===== config.mk =====
export PLATFORM = sky130hd
export DESIGN_NAME = word_gather_pack
export DESIGN_NICKNAME = d
export VERILOG_FILES = /design/src/rtl/gather_pkg.sv /design/src/rtl/out_slot.sv /design/src/rtl/word_gather_pack.sv
export SDC_FILE = /design/constraint.sdc
export NUM_CORES = 1
export LEC_CHECK = 0
export BUFFER_PORTS_ARGS = -buffer_cell sky130_fd_sc_hd__clkbuf_2
export CAP_MARGIN = 0
export CORE_MARGIN = 5
export CORE_UTILIZATION = 28
export CTS_CLUSTER_DIAMETER = 50
export DETAILED_ROUTE_END_ITERATION = 8
export GPL_ROUTABILITY_DRIVEN = 0
export PLACE_DENSITY = 0.43
export SLEW_MARGIN = 20
export SYNTH_ARGS = -nofsm -noshare
export SYNTH_HDL_FRONTEND = slang
export SYNTH_SLANG_ARGS = --single-unit

===== constraint.sdc =====
create_clock -name clk -period 3 [get_ports clk]
set_input_delay 0.6 -clock clk [delete_from_list [all_inputs] [get_ports clk]]
set_output_delay 0.6 -clock clk [all_outputs]
set_load 0.1 [all_outputs]

===== src/rtl/gather_pkg.sv =====
// gather_pkg: shared types and helpers for the narrow-to-wide word gatherer.
package gather_pkg;

    typedef enum logic {ACC, WAIT} state_t;

    function automatic int beats_for(input int in_w, input int out_w);
        return (out_w + in_w - 1) / in_w;
    endfunction

    // LSB position of a beat slot inside the raw packed word.
    function automatic int slot_lsb(input int pack_w, input int in_w, input int slot, input bit msb_first);
        return msb_first ? pack_w - (slot + 1) * in_w : slot * in_w;
    endfunction

endpackage


===== src/rtl/out_slot.sv =====
// out_slot: one-entry valid/ready register slice holding a packed word and its beat count.
module out_slot #(
    parameter int W  = 43,
    parameter int BW = 3
) (
    input  logic          clk,
    input  logic          rst,
    input  logic          i_load,
    input  logic [W-1:0]  i_data,
    input  logic [BW-1:0] i_beats,
    input  logic          i_ready,
    output logic          o_valid,
    output logic [W-1:0]  o_data,
    output logic [BW-1:0] o_beats
);

    logic          r_valid;
    logic [W-1:0]  r_data;
    logic [BW-1:0] r_beats;

    // Data and count only change on load, so they hold after a drain.
    always_ff @(posedge clk or negedge rst) begin
        if (!rst) begin
            r_valid <= 1'b0;
            r_data  <= '0;
            r_beats <= '0;
        end else if (i_load) begin
            r_valid <= 1'b1;
            r_data  <= i_data;
            r_beats <= i_beats;
        end else if (i_ready) begin
            r_valid <= 1'b0;
        end
    end

    assign o_valid = r_valid;
    assign o_data  = r_data;
    assign o_beats = r_beats;

endmodule


===== src/rtl/word_gather_pack.sv =====
// word_gather_pack: gathers BEATS narrow beats into one packed word, with backpressure
// on both sides, overlapped collection/draining and a zero-padded partial flush.
module word_gather_pack
    import gather_pkg::*;
#(
    parameter  int IN_W      = 12,
    parameter  int OUT_W     = 43,
    parameter  int MSB_FIRST = 1,
    localparam int BEATS     = beats_for(IN_W, OUT_W),
    localparam int PACK_W    = BEATS * IN_W,
    localparam int CNT_W     = $clog2(BEATS + 1)
) (
    input  logic             clk,
    input  logic             rst,
    input  logic             in_valid,
    input  logic [IN_W-1:0]  in_data,
    output logic             in_ready,
    input  logic             flush,
    output logic             out_valid,
    output logic [OUT_W-1:0] out_data,
    output logic [CNT_W-1:0] out_beats,
    input  logic             out_ready
);

    if (OUT_W < IN_W || IN_W < 1) begin : g_bad_params
        $error("word_gather_pack: need IN_W >= 1 and OUT_W >= IN_W");
    end

    state_t              r_state, w_state_nxt;
    logic [CNT_W-1:0]    r_cnt, w_cnt_ins, w_cnt_nxt;
    logic [PACK_W-1:0]   r_acc, w_acc_ins, w_acc_nxt;
    logic                w_accept, w_close, w_slot_free, w_load;

    assign in_ready    = (r_state == ACC);
    assign w_accept    = in_valid && in_ready;
    assign w_slot_free = !out_valid || out_ready;
    assign w_cnt_ins   = r_cnt + CNT_W'(w_accept);
    assign w_close     = (w_accept && r_cnt == CNT_W'(BEATS - 1)) || (flush && (r_cnt != '0 || w_accept));

    always_comb begin
        w_acc_ins = r_acc;
        for (int s = 0; s < BEATS; s++)
            if (w_accept && r_cnt == CNT_W'(s))
                w_acc_ins[slot_lsb(PACK_W, IN_W, s, MSB_FIRST != 0) +: IN_W] = in_data;
    end

    // In WAIT nothing is accepted, so w_acc_ins/w_cnt_ins equal the held word.
    always_comb begin
        w_state_nxt = r_state;
        w_load      = 1'b0;
        if (r_state == ACC) begin
            w_load      = w_close && w_slot_free;
            w_state_nxt = (w_close && !w_slot_free) ? WAIT : ACC;
        end else begin
            w_load      = w_slot_free;
            w_state_nxt = w_slot_free ? ACC : WAIT;
        end
        w_acc_nxt = w_load ? '0 : w_acc_ins;
        w_cnt_nxt = w_load ? '0 : w_cnt_ins;
    end

    always_ff @(posedge clk or negedge rst) begin
        if (!rst) begin
            r_state <= ACC;
            r_cnt   <= '0;
            r_acc   <= '0;
        end else begin
            r_state <= w_state_nxt;
            r_cnt   <= w_cnt_nxt;
            r_acc   <= w_acc_nxt;
        end
    end

    out_slot #(.W(OUT_W), .BW(CNT_W)) u_out_slot (
        .clk     (clk),
        .rst     (rst),
        .i_load  (w_load),
        .i_data  (w_acc_ins[OUT_W-1:0]),
        .i_beats (w_cnt_ins),
        .i_ready (out_ready),
        .o_valid (out_valid),
        .o_data  (out_data),
        .o_beats (out_beats)
    );

endmodule


=== Yosys cells after proc, flatten, opt, wreduce, memory -nomap -nowiden ===
Index checks and enable logic that the tools add are counted.

* Flip-flop bits (word level): 94
* Latch bits: 0
* Memory bits (writable): 0
* ROM bits: 0
* Input port bits: 17
* Word-level logic and storage cells: 39
* Memories kept: 0

* Add/sub/neg operators: 1
* Multipliers: 0
* Div/mod/pow operators: 0
* $lt $le $gt $ge: 0
* Equality and inequality tests: 3
* Shifts and indexed selects: 0
* Mux-type cells: 12
* Bitwise gates (word level): 1
* Reduce and logical (&&, ||, !) cells: 16

{| class="wikitable"
|+ Operator list
! kind !! number
|-
| $mux W43 || 1
|-
| $mux W12 || 3
|-
| $logic_and A1 B1 Y1 || 8
|-
| $mux W7 || 1
|-
| $eq A3 B2 Y1 const B || 2
|-
| $mux W1 || 6
|-
| $add A3 B1 Y3 || 1
|-
| $eq A3 B1 Y1 const B || 1
|-
| $logic_not A3 Y1 || 1
|-
| $logic_or A1 B1 Y1 || 3
|-
| $mux W3 || 1
|-
| $reduce_bool A3 Y1 || 1
|-
| $logic_not A1 Y1 || 2
|-
| $reduce_bool A2 Y1 || 1
|-
| $not A1 Y1 || 1
|}

=== Depth between registers and ports, before layout ===
Gate-level depths: netlist (run 1).

* Depth after elaboration: 8
* Depth in mapped cells: 7
* Mapped depth without buffers: 6

=== Modules after synthesis ===
Synthesis (run 1) repeated with hierarchy kept, for this count alone.

* Cells, all modules: 361
* Area, all modules: 4151.5 um^2

{| class="wikitable"
|+ By module, submodules not included
! module !! instances !! cells an instance !! area each (um^2) !! sequential area each (um^2)
|-
| word_gather_pack || 1 || 261 || 2287.2 || 1176.1
|-
| out_slot || 1 || 100 || 1864.3 || 1176.1
|}

=== Worst setup path before layout (run 1) ===
No wires, ideal clock.

* Path type: register -> register
* Start point: register u_out_slot.r_valid, in the netlist u_out_slot.o_valid
* End point: register u_out_slot.r_data[16], in the netlist u_out_slot.o_data[16]
* Arrival: 1593 ps
* Required time: 2922 ps
* Setup slack: 1330 ps
* Stages on the path, launching flop included: 6
* Path buffers: 3
* Clock period less this slack: 1670 ps
* Cells stage by stage: dfrtp_1 a32oi_1 buf_4 buf_6 buf_6 a21oi_1

* Word-level cells in the longest chain between the ends: 4

{| class="wikitable"
|+ Ends and longest elaborated chain
! element !! line !! text
|-
| from (decl) || out_slot.sv:17 || <nowiki>logic r_valid;</nowiki>
|-
| from (signal assigned) || out_slot.sv:24 || <nowiki>r_valid <= 1'b0;</nowiki>
|-
| from (signal assigned) || out_slot.sv:28 || <nowiki>r_valid <= 1'b1;</nowiki>
|-
| from (signal assigned) || out_slot.sv:32 || <nowiki>r_valid <= 1'b0;</nowiki>
|-
| $logic_not A1 Y1 * || word_gather_pack.sv:36 || <nowiki>assign w_slot_free = !out_valid || out_ready;</nowiki>
|-
| $logic_or A1 B1 Y1 * || word_gather_pack.sv:36 ||
|-
| $logic_and A1 B1 Y1 || word_gather_pack.sv:52 || <nowiki>w_load = w_close && w_slot_free;</nowiki>
|-
| $mux W1 * || word_gather_pack.sv:51 || <nowiki>if (r_state == ACC) begin</nowiki>
|-
| to (signal assigned) || out_slot.sv:29 || <nowiki>r_data <= i_data;</nowiki>
|-
| to (decl) || out_slot.sv:18 || <nowiki>logic [W-1:0] r_data;</nowiki>
|}

Every way passes the cells marked *; elsewhere a longest branch is shown, timed or not.
A chain may end at the register's enable or synchronous reset.

=== Worst setup path after layout (run 1) ===
* Start point: register r_cnt[2]
* End point: register u_out_slot.r_data[32], in the netlist u_out_slot.o_data[32]

* Word-level cells in the longest chain between the ends: 6

{| class="wikitable"
|+ Ends and longest elaborated chain
! element !! line !! text
|-
| from (decl) || word_gather_pack.sv:30 || <nowiki>logic [CNT_W-1:0] r_cnt, w_cnt_ins, w_cnt_nxt;</nowiki>
|-
| from (signal assigned) || word_gather_pack.sv:69 || <nowiki>r_cnt <= w_cnt_nxt;</nowiki>
|-
| $reduce_bool A3 Y1 || word_gather_pack.sv:38 || <nowiki>assign w_close = (w_accept && r_cnt == CNT_W'(BEATS - 1)) || (flush && (r_cnt != '0 || w_accept));</nowiki>
|-
| $logic_or A1 B1 Y1 || word_gather_pack.sv:38 ||
|-
| $logic_and A1 B1 Y1 || word_gather_pack.sv:38 ||
|-
| $logic_or A1 B1 Y1 || word_gather_pack.sv:38 ||
|-
| $logic_and A1 B1 Y1 || word_gather_pack.sv:52 ||
|-
| $mux W1 || word_gather_pack.sv:51 ||
|}

Parallel ways exist; a longest one is shown, timed or not.

==> impl_metrics.toml, run 1 <==
[clock_network]
clock_latency_ps = 340
post_cts_resized = 0
cts_max_level = 3
numCtsBuffers = 9
cts_tree = "done"
cts-root-buf = "clkbuf_16"
path_clk_slew_ps = 60
clockBufferDepth = 2
clock_sink_count = 94
cts.hold.buffers_added = 0
cts_setup_buffers = 0

[timing]
setup_viol = 0
timing.slew.headroom_pct = 56.0
hold_viol_final = 0
setup_tns_ps = 0
finClkSkew_ps = 7.26
fmax_ghz = 0.520
maxSlewViolCount = 0
finalCritPeriodShare_pct = 64.2
rsz0062_at_grt = "no"
min_period_ps = 1920
tightest_slew_ps = 656

[route]
vias = 2383
antenna_left = 0
post_drt_wl_per_cell_um = 14.2
via_per_inst = 4.30
drt_pass1_iterations = 4
drc = 0
dr.first_iter.drc_count = 179
wirelength_um = 7850

[die]
die_h_um = 125
pin_count = 65
row_count = 42
core-area_mm2 = 0.0131
dieArea_mm2 = 0.0156
initial_utilization_pct = 28.2
dieWidth_um = 125

[global_routing]
grt_pass1_wl_um = 12800
grt_pass1_vias = 2323
gr-total-overflow = 0
grt_start_max_net_pins = 95
grt_antenna_before_repair = 0
grt_usage_pct = 10.3

[setup_path]
crit_family = "flip-flops"
crit_arrival_ps = 2180
crit_type = "register to register"
cp.required_ps = 3260
crit_path_start_kind = "register"
reg2reg_depth = 5
crit_fanout = 58
worst_r2r_startpoint = "r_cnt[2]"
rr_endpoint = "u_out_slot.o_data[32]"
max_stage_delay_ps = 500
worst_setup_path_end_kind = "register"
crit_chain = "nand4b_1 -> a32oi_4 -> buf_4 -> nor2_1 -> a21oi_1"
path_buf_inv = 1
crit_path_top_delay_cell = "dfrtp_1"
regToRegSetupSlack_ps = 1080

[flow_run]
cap_violations = 0

[placed_design]
dp_hpwl_um = 5230
io_buffers = 64

[final_layout]
final-seq-area_mm2 = 0.00235
final_cell_mix = "94 x dfrtp_1, 90 x nor2_1, 63 x clkbuf_2"
final_nets = 393
fill_cells = 1325
antenna_cells = 0
multi_input_area_mm2 = 0.00119
drive_gt1_share_pct = 24.1
area_growth_pct = 22.3
layout_commonest_cell = "dfrtp_1"

[yosys]
synthesis.area_mm2 = 0.00370
synth_seq_cells = 94
syn_area_per_cell_um2 = 11.8
ys_seq_area_share_pct = 63.6
netlist_instances = 312
synth_cell_types = 21
synth_nets = 331
ys_warn_count = 0

[status]
status = "complete, no violations"

[min_path]
hp-class = "input pin to asynchronous set/reset pin"
[state kept, by name (all words and copies together) (netlist names)]
| name | count |
|---|---|
| u_out_slot.o_beats | 3 |
| r_state | 1 |
| r_cnt | 3 |
| r_acc | 43 |
| u_out_slot.o_valid | 1 |
| u_out_slot.o_data | 43 |
[Yosys cell counts]
cell,count,area [um^2]
a21oi_1,45,225
a32oi_1,1,8.76
and3_1,1,6.26
buf_2,5,25.0
buf_4,5,37.5
buf_6,9,101
dfrtp_1,94,2350
ha_1,2,25.0
inv_1,3,11.3
mux2_2,2,22.5
mux2i_1,43,430
nand2_1,2,7.51
nand2b_2,1,8.76
nand3_1,1,5.00
nand4b_1,2,17.5
nor2_1,90,338
nor2b_1,2,12.5
nor4_4,1,21.3
nor4b_4,1,23.8
o31ai_1,1,7.51
xnor2_1,1,8.76
[area by class of cell]
cell class	instances	share of cell area (%)
Multi-Input combinational cell	196	26.3
Timing Repair Buffer	70	8.69
Tap cell	176	4.87
Sequential cell	94	52.0
Clock buffer	12	5.90
Inverter	3	0.249
Clock inverter	3	1.99
[kinds of logic (layout without fill, tap and decap cells)]
family / after synthesis / count (layout) / share of synthesized area, %
AOI/OAI and AO/OA: 47 / 47 / 6.53
muxes: 45 / 45 / 12.3
buffers and inverters: 22 / 88 / 4.74
DFF: 94 / 94 / 63.6
adders and majority gates: 2 / 2 / 0.677
and+or+nand+nor: 101 / 101 / 11.9
xor gates and xnor gates: 1 / 1 / 0.237
[metrics by stage]
step / cell area (um^2) / instances / setup slack (ps) / hold slack, ps / utilization (%)
final: 4520 / 554 / 1080 / 284 / 34.5
after global routing: 4520 / 554 / 906 / 343 / 34.5
after CTS: 4520 / 554 / 1050 / 340 / 34.5
after detailed placement: 4160 / 539 / 968 / 506 / 31.8
after global placement: 4160 / 539 / 1000 / 498 / 31.8
after floorplan: 3700 / 312 / 1330 / 304 / -
[per-layer routing]
metal  GRT usage, %  up-vias  wire length (um)
li1               -     1164                 -
met1           15.0     1167              3880
met2           14.4       45              3500
met3           2.36        7               363
met4           4.78        0               107
met5              0        -                 0
[worst max path at each step]
stage                             from                    end  slack, ps  cells past startpoint
detailed placement            in_valid  u_out_slot.o_beats[0]        970                      5
global route                  r_cnt[2]   u_out_slot.o_data[4]        910                      5
global placement              in_valid  u_out_slot.o_beats[1]       1000                      5
CTS                           r_cnt[2]  u_out_slot.o_beats[0]       1050                      4
finish                        r_cnt[2]  u_out_slot.o_data[32]       1080                      5
floorplan           u_out_slot.o_valid  u_out_slot.o_data[16]       1330                      5
Power of run 1 is left out: the tool's default activity adds up to more than one toggle a clock period on the data nets, which glitch-free logic cannot reach.
==> run 2, diff against run 1 <==
clock period = 1.9 ns   (was 3 ns; I/O delays follow)
==> run 2 against run 1 <==
Against the previous run: final cell count rose by 1.6%; critical path type unchanged; via count barely moved; fmax rose by 13%; largest cell class unchanged; non-clock buffer count rose by 8; wire length rose by 2.3%; clock skew rose by 1.1 ps; hold slack improved by 74 ps.
==> impl_metrics.toml, run 2 (synthesis results as in run 1) <==
[status]
status = "complete, no violations"

[die]
pin_count = 65
core-area_mm2 = 0.0131
dieWidth_um = 125
dieArea_mm2 = 0.0156
row_count = 42
die_h_um = 125
initial_utilization_pct = 28.2

[setup_path]
crit_type = "register to register"
crit_path_start_kind = "register"
crit_path_top_delay_cell = "o31ai_1"
max_stage_delay_ps = 440
crit_arrival_ps = 1900
path_buf_inv = 1
worst_setup_path_end_kind = "register"
crit_chain = "o31ai_1 -> a32oi_4 -> buf_4 -> nor2_1 -> a21oi_1"
crit_family = "compound AO/OA/AOI/OAI gates"
crit_fanout = 35
cp.required_ps = 2100

[route]
wirelength_um = 8030
dr.first_iter.drc_count = 198
antenna_left = 0
post_drt_wl_per_cell_um = 14.3
vias = 2384
drc = 0
via_per_inst = 4.23
drt_pass1_iterations = 4

[clock_network]
numCtsBuffers = 9
cts-root-buf = "clkbuf_16"
clockBufferDepth = 2
cts_max_level = 3
cts_tree = "done"
clock_sink_count = 94
clock_latency_ps = 340
path_clk_slew_ps = 60

[final_layout]
postLayoutCellArea_mm2 = 0.00462
final_cell_mix = "94 x dfrtp_1, 90 x nor2_1, 63 x clkbuf_2"
layout_commonest_cell = "dfrtp_1"
area_growth_pct = 24.9
antenna_cells = 0
drive_gt1_share_pct = 25.6
fill_cells = 1322
final_nets = 401

[timing]
fmax_ghz = 0.588
tightest_slew_ps = 560
finClkSkew_ps = 8.33
finalCritPeriodShare_pct = 89.5
setup_viol = 0
hold_viol_final = 0
min_period_ps = 1700
setup_tns_ps = 0
timing.slew.headroom_pct = 62.8
hold_slack_ps = 358
layout_setup_ws_ps = 199
rsz0062_at_grt = "no"
maxSlewViolCount = 0

[global_routing]
gr-total-overflow = 0
met1_usage_pct = 15.0
grt_pass1_wl_um = 13300
grt_use_met3_pct = 3.86
top_usage_layer = "met2"
grt_antenna_before_repair = 0
grt_pass1_vias = 2442
met2_usage_pct = 15.5
grt_start_max_net_pins = 79
grt_usage_pct = 10.8

[min_path]
hp-class = "input pin to register"

[placed_design]
post_dp_cell_area_mm2 = 0.00425
io_buffers = 64
pre_cts_ws_ps = 163
dp_hpwl_um = 5550

[flow_run]
cap_violations = 0
==> run 2: changes by cell type in the layout (fill, tap and decap cells not counted) <==
cell,delta
dlygate4sd3_1,+1
buf_4,+4
buf_12,+3
clkinvlp_4,+1
clkbuf_8,-2
inv_6,+2
==> run 2: worst reg2reg max path, delay by kind of cell, from the launching register on <==
family | cells | cell delay (ps)
and+or+nand+nor | 1 | 130
buffers and inverters | 1 | 290
DFF | 1 | 410
AOI/OAI and AO/OA | 3 | 730
==> run 2: routing by layer <==
| metal | vias to the layer above | routed length [um] |
|---|---|---|
| li1 | 1178 | - |
| met1 | 1164 | 4010 |
| met2 | 36 | 3530 |
| met3 | 6 | 408 |
| met4 | 0 | 85 |
| met5 | - | 0 |
==> run 2: path summary, 6_finish.rpt <==
kind	cells after the start	endpoint	slack [ps]	from
max	5	u_out_slot.o_data[1]	200	r_cnt[1]
min in group asynchronous	2	r_acc[29]	500	rst
min	4	r_state	360	out_ready
max in group asynchronous	3	u_out_slot.o_data[28]	890	rst
min reg2reg	2	r_acc[21]	510	r_acc[21]
max reg2reg	5	u_out_slot.o_data[1]	200	r_cnt[1]
==> run 2: per-stage QoR <==
step | util, % | instances
final | 35.3 | 563
after global routing | 35.3 | 563
after global placement | 32.5 | 546
after floorplan | - | 312
after detailed placement | 32.5 | 546
after CTS | 35.3 | 563
==> run 2: what timing repair did <==
action / 4_1_cts / 5_1_grt
endpoints found under the hold margin: 22 / 0
gates resized for setup: 0 / 0
hold buffers: 1 / 0
setup buffers: 0 / 0
==> run 2: layout make-up <==
| cell class | count | area (um^2) | share of cell area [%] |
|---|---|---|---|
| clock buffer | 10 | 239 | 5.17 |
| multi-input combinational | 196 | 1190 | 25.7 |
| tap | 176 | 220 | 4.77 |
| timing repair buffer | 78 | 493 | 10.7 |
| inverter | 3 | 11.3 | 0.244 |
| clock inverter | 6 | 115 | 2.49 |
| sequential | 94 | 2350 | 50.9 |
Power of run 2 is left out for the same reason.
==> run 3, diff against run 2 <==
RECOVER_POWER = 50   (was default)
==> run 3 against run 2 <==
Against the previous run: flip-flop and latch count did not move; critical path type unchanged; largest cell class unchanged; hold slack got worse by 2.1 ps; first-iteration DRC count rose by 10%; wire length rose by 0.51%; fmax rose by 0.29%; non-clock buffer count did not move; design area fell by 0.33%; clock skew barely moved.
==> impl_metrics.toml, run 3 (synthesis results as in run 1) <==
[setup_path]
crit_path_end = "u_out_slot.o_data[1]"
crit_path_top_delay_cell = "o31ai_1"
crit_arrival_ps = 1900
path_buf_inv = 1
reg2reg_depth = 5
crit_chain = "o31ai_1 -> a32oi_4 -> buf_4 -> nor2_1 -> a21oi_1"
crit_path_start_kind = "register"
crit_type = "register to register"
crit_cells = 5
crit_family = "compound AO/OA/AOI/OAI gates"
rr_endpoint = "u_out_slot.o_data[1]"
worst_setup_path_end_kind = "register"
cp.required_ps = 2100
worst_r2r_startpoint = "r_cnt[1]"
regToRegSetupSlack_ps = 200
max_stage_delay_ps = 440
crit_fanout = 35
cp-startpoint = "r_cnt[1]"

[route]
post_drt_wl_per_cell_um = 14.3
vias = 2376
via_per_inst = 4.22
antenna_left = 0
drc = 0
dr.first_iter.drc_count = 218
drt_pass1_iterations = 4
wirelength_um = 8070

[timing]
maxSlewViolCount = 0
finClkSkew_ps = 8.56
hold_viol_final = 0
setup_viol = 0
min_period_ps = 1700
rsz0062_at_grt = "no"
tightest_slew_ps = 647
setup_tns_ps = 0
fmax_ghz = 0.590
finalCritPeriodShare_pct = 89.3
timing.slew.headroom_pct = 56.9

[final_layout]
layout_commonest_cell = "dfrtp_1"
final-seq-area_mm2 = 0.00235
drive_gt1_share_pct = 25.6
final_cells = 563
multi_input_area_mm2 = 0.00119
final_nets = 401
area_growth_pct = 24.5
fill_cells = 1324
final_cell_mix = "94 x dfrtp_1, 90 x nor2_1, 64 x clkbuf_2"
antenna_cells = 0

[die]
core-area_mm2 = 0.0131
initial_utilization_pct = 28.2
dieWidth_um = 125
die_h_um = 125
row_count = 42
dieArea_mm2 = 0.0156
pin_count = 65

[status]
status = "complete, no violations"

[global_routing]
grt_antenna_before_repair = 0
grt_pass1_wl_um = 13300
grt_pass1_vias = 2442
grt_usage_pct = 10.8
gr-total-overflow = 0
grt_start_max_net_pins = 79

[clock_network]
numCtsBuffers = 9
cts.hold.buffers_added = 1
path_clk_slew_ps = 60
clock_sink_count = 94
cts_setup_buffers = 0
clockBufferDepth = 2
cts_tree = "done"
cts_max_level = 3
clock_latency_ps = 340
post_cts_resized = 0
cts-root-buf = "clkbuf_16"

[placed_design]
dp_hpwl_um = 5550
io_buffers = 64
dp.cells = 546

[min_path]
hp-class = "input pin to register"

[flow_run]
cap_violations = 0
run 3: cell count changes in the layout (fill, tap and decap cells not counted):
cell,change
clkbuf_4,+1
buf_12,-1
buf_4,-1
clkbuf_2,+1
run 3: stage by stage:
stage                     utilization, %  instance area (um^2)  setup WS (ps)  hold slack (ps)
after detailed placement            32.5                  4250            163              320
after global placement              32.5                  4250            215              312
after CTS                           35.3                  4620            189              337
final                               35.2                  4600            204              356
after floorplan                        -                  3700            230             84.4
after global routing                35.2                  4600           40.6              371
run 3: worst reg2reg max path, cell delays in order (launching register included):
cell and delay, ps:
dfrtp_1 410, o31ai_1 440, a32oi_4 240, buf_4 290
nor2_1 130, a21oi_1 50
run 3: layout make-up:
| cell class | instances | share of cell area (%) |
|---|---|---|
| tap | 176 | 4.78 |
| inverter | 3 | 0.245 |
| timing repair buffer | 78 | 10.4 |
| sequential | 94 | 51.1 |
| multi-input combinational | 196 | 25.8 |
| clock inverter | 6 | 2.50 |
| clock buffer | 10 | 5.19 |
run 3: per-layer routing:
| layer | GRT usage [%] | part of all wire, % | up-vias |
|---|---|---|---|
| li1 | - | - | 1180 |
| met1 | 15.0 | 50 | 1150 |
| met2 | 15.5 | 44 | 40 |
| met3 | 3.86 | 5.5 | 6 |
| met4 | 3.83 | 1.2 | 0 |
| met5 | 0 | 0 | - |
run 3: worst min path at each step:
| stage | start | end | slack, ps | depth (start not counted) |
|---|---|---|---|---|
| after floorplan | rst | r_acc[0] | 80 | 0 |
| after global placement | rst | u_out_slot.o_data[25] | 310 | 1 |
| after detailed placement | rst | u_out_slot.o_data[25] | 320 | 1 |
| after CTS | out_ready | r_state | 340 | 4 |
| after global routing | out_ready | r_state | 370 | 4 |
| final | out_ready | r_state | 360 | 4 |
Power of run 3 is left out for the same reason.
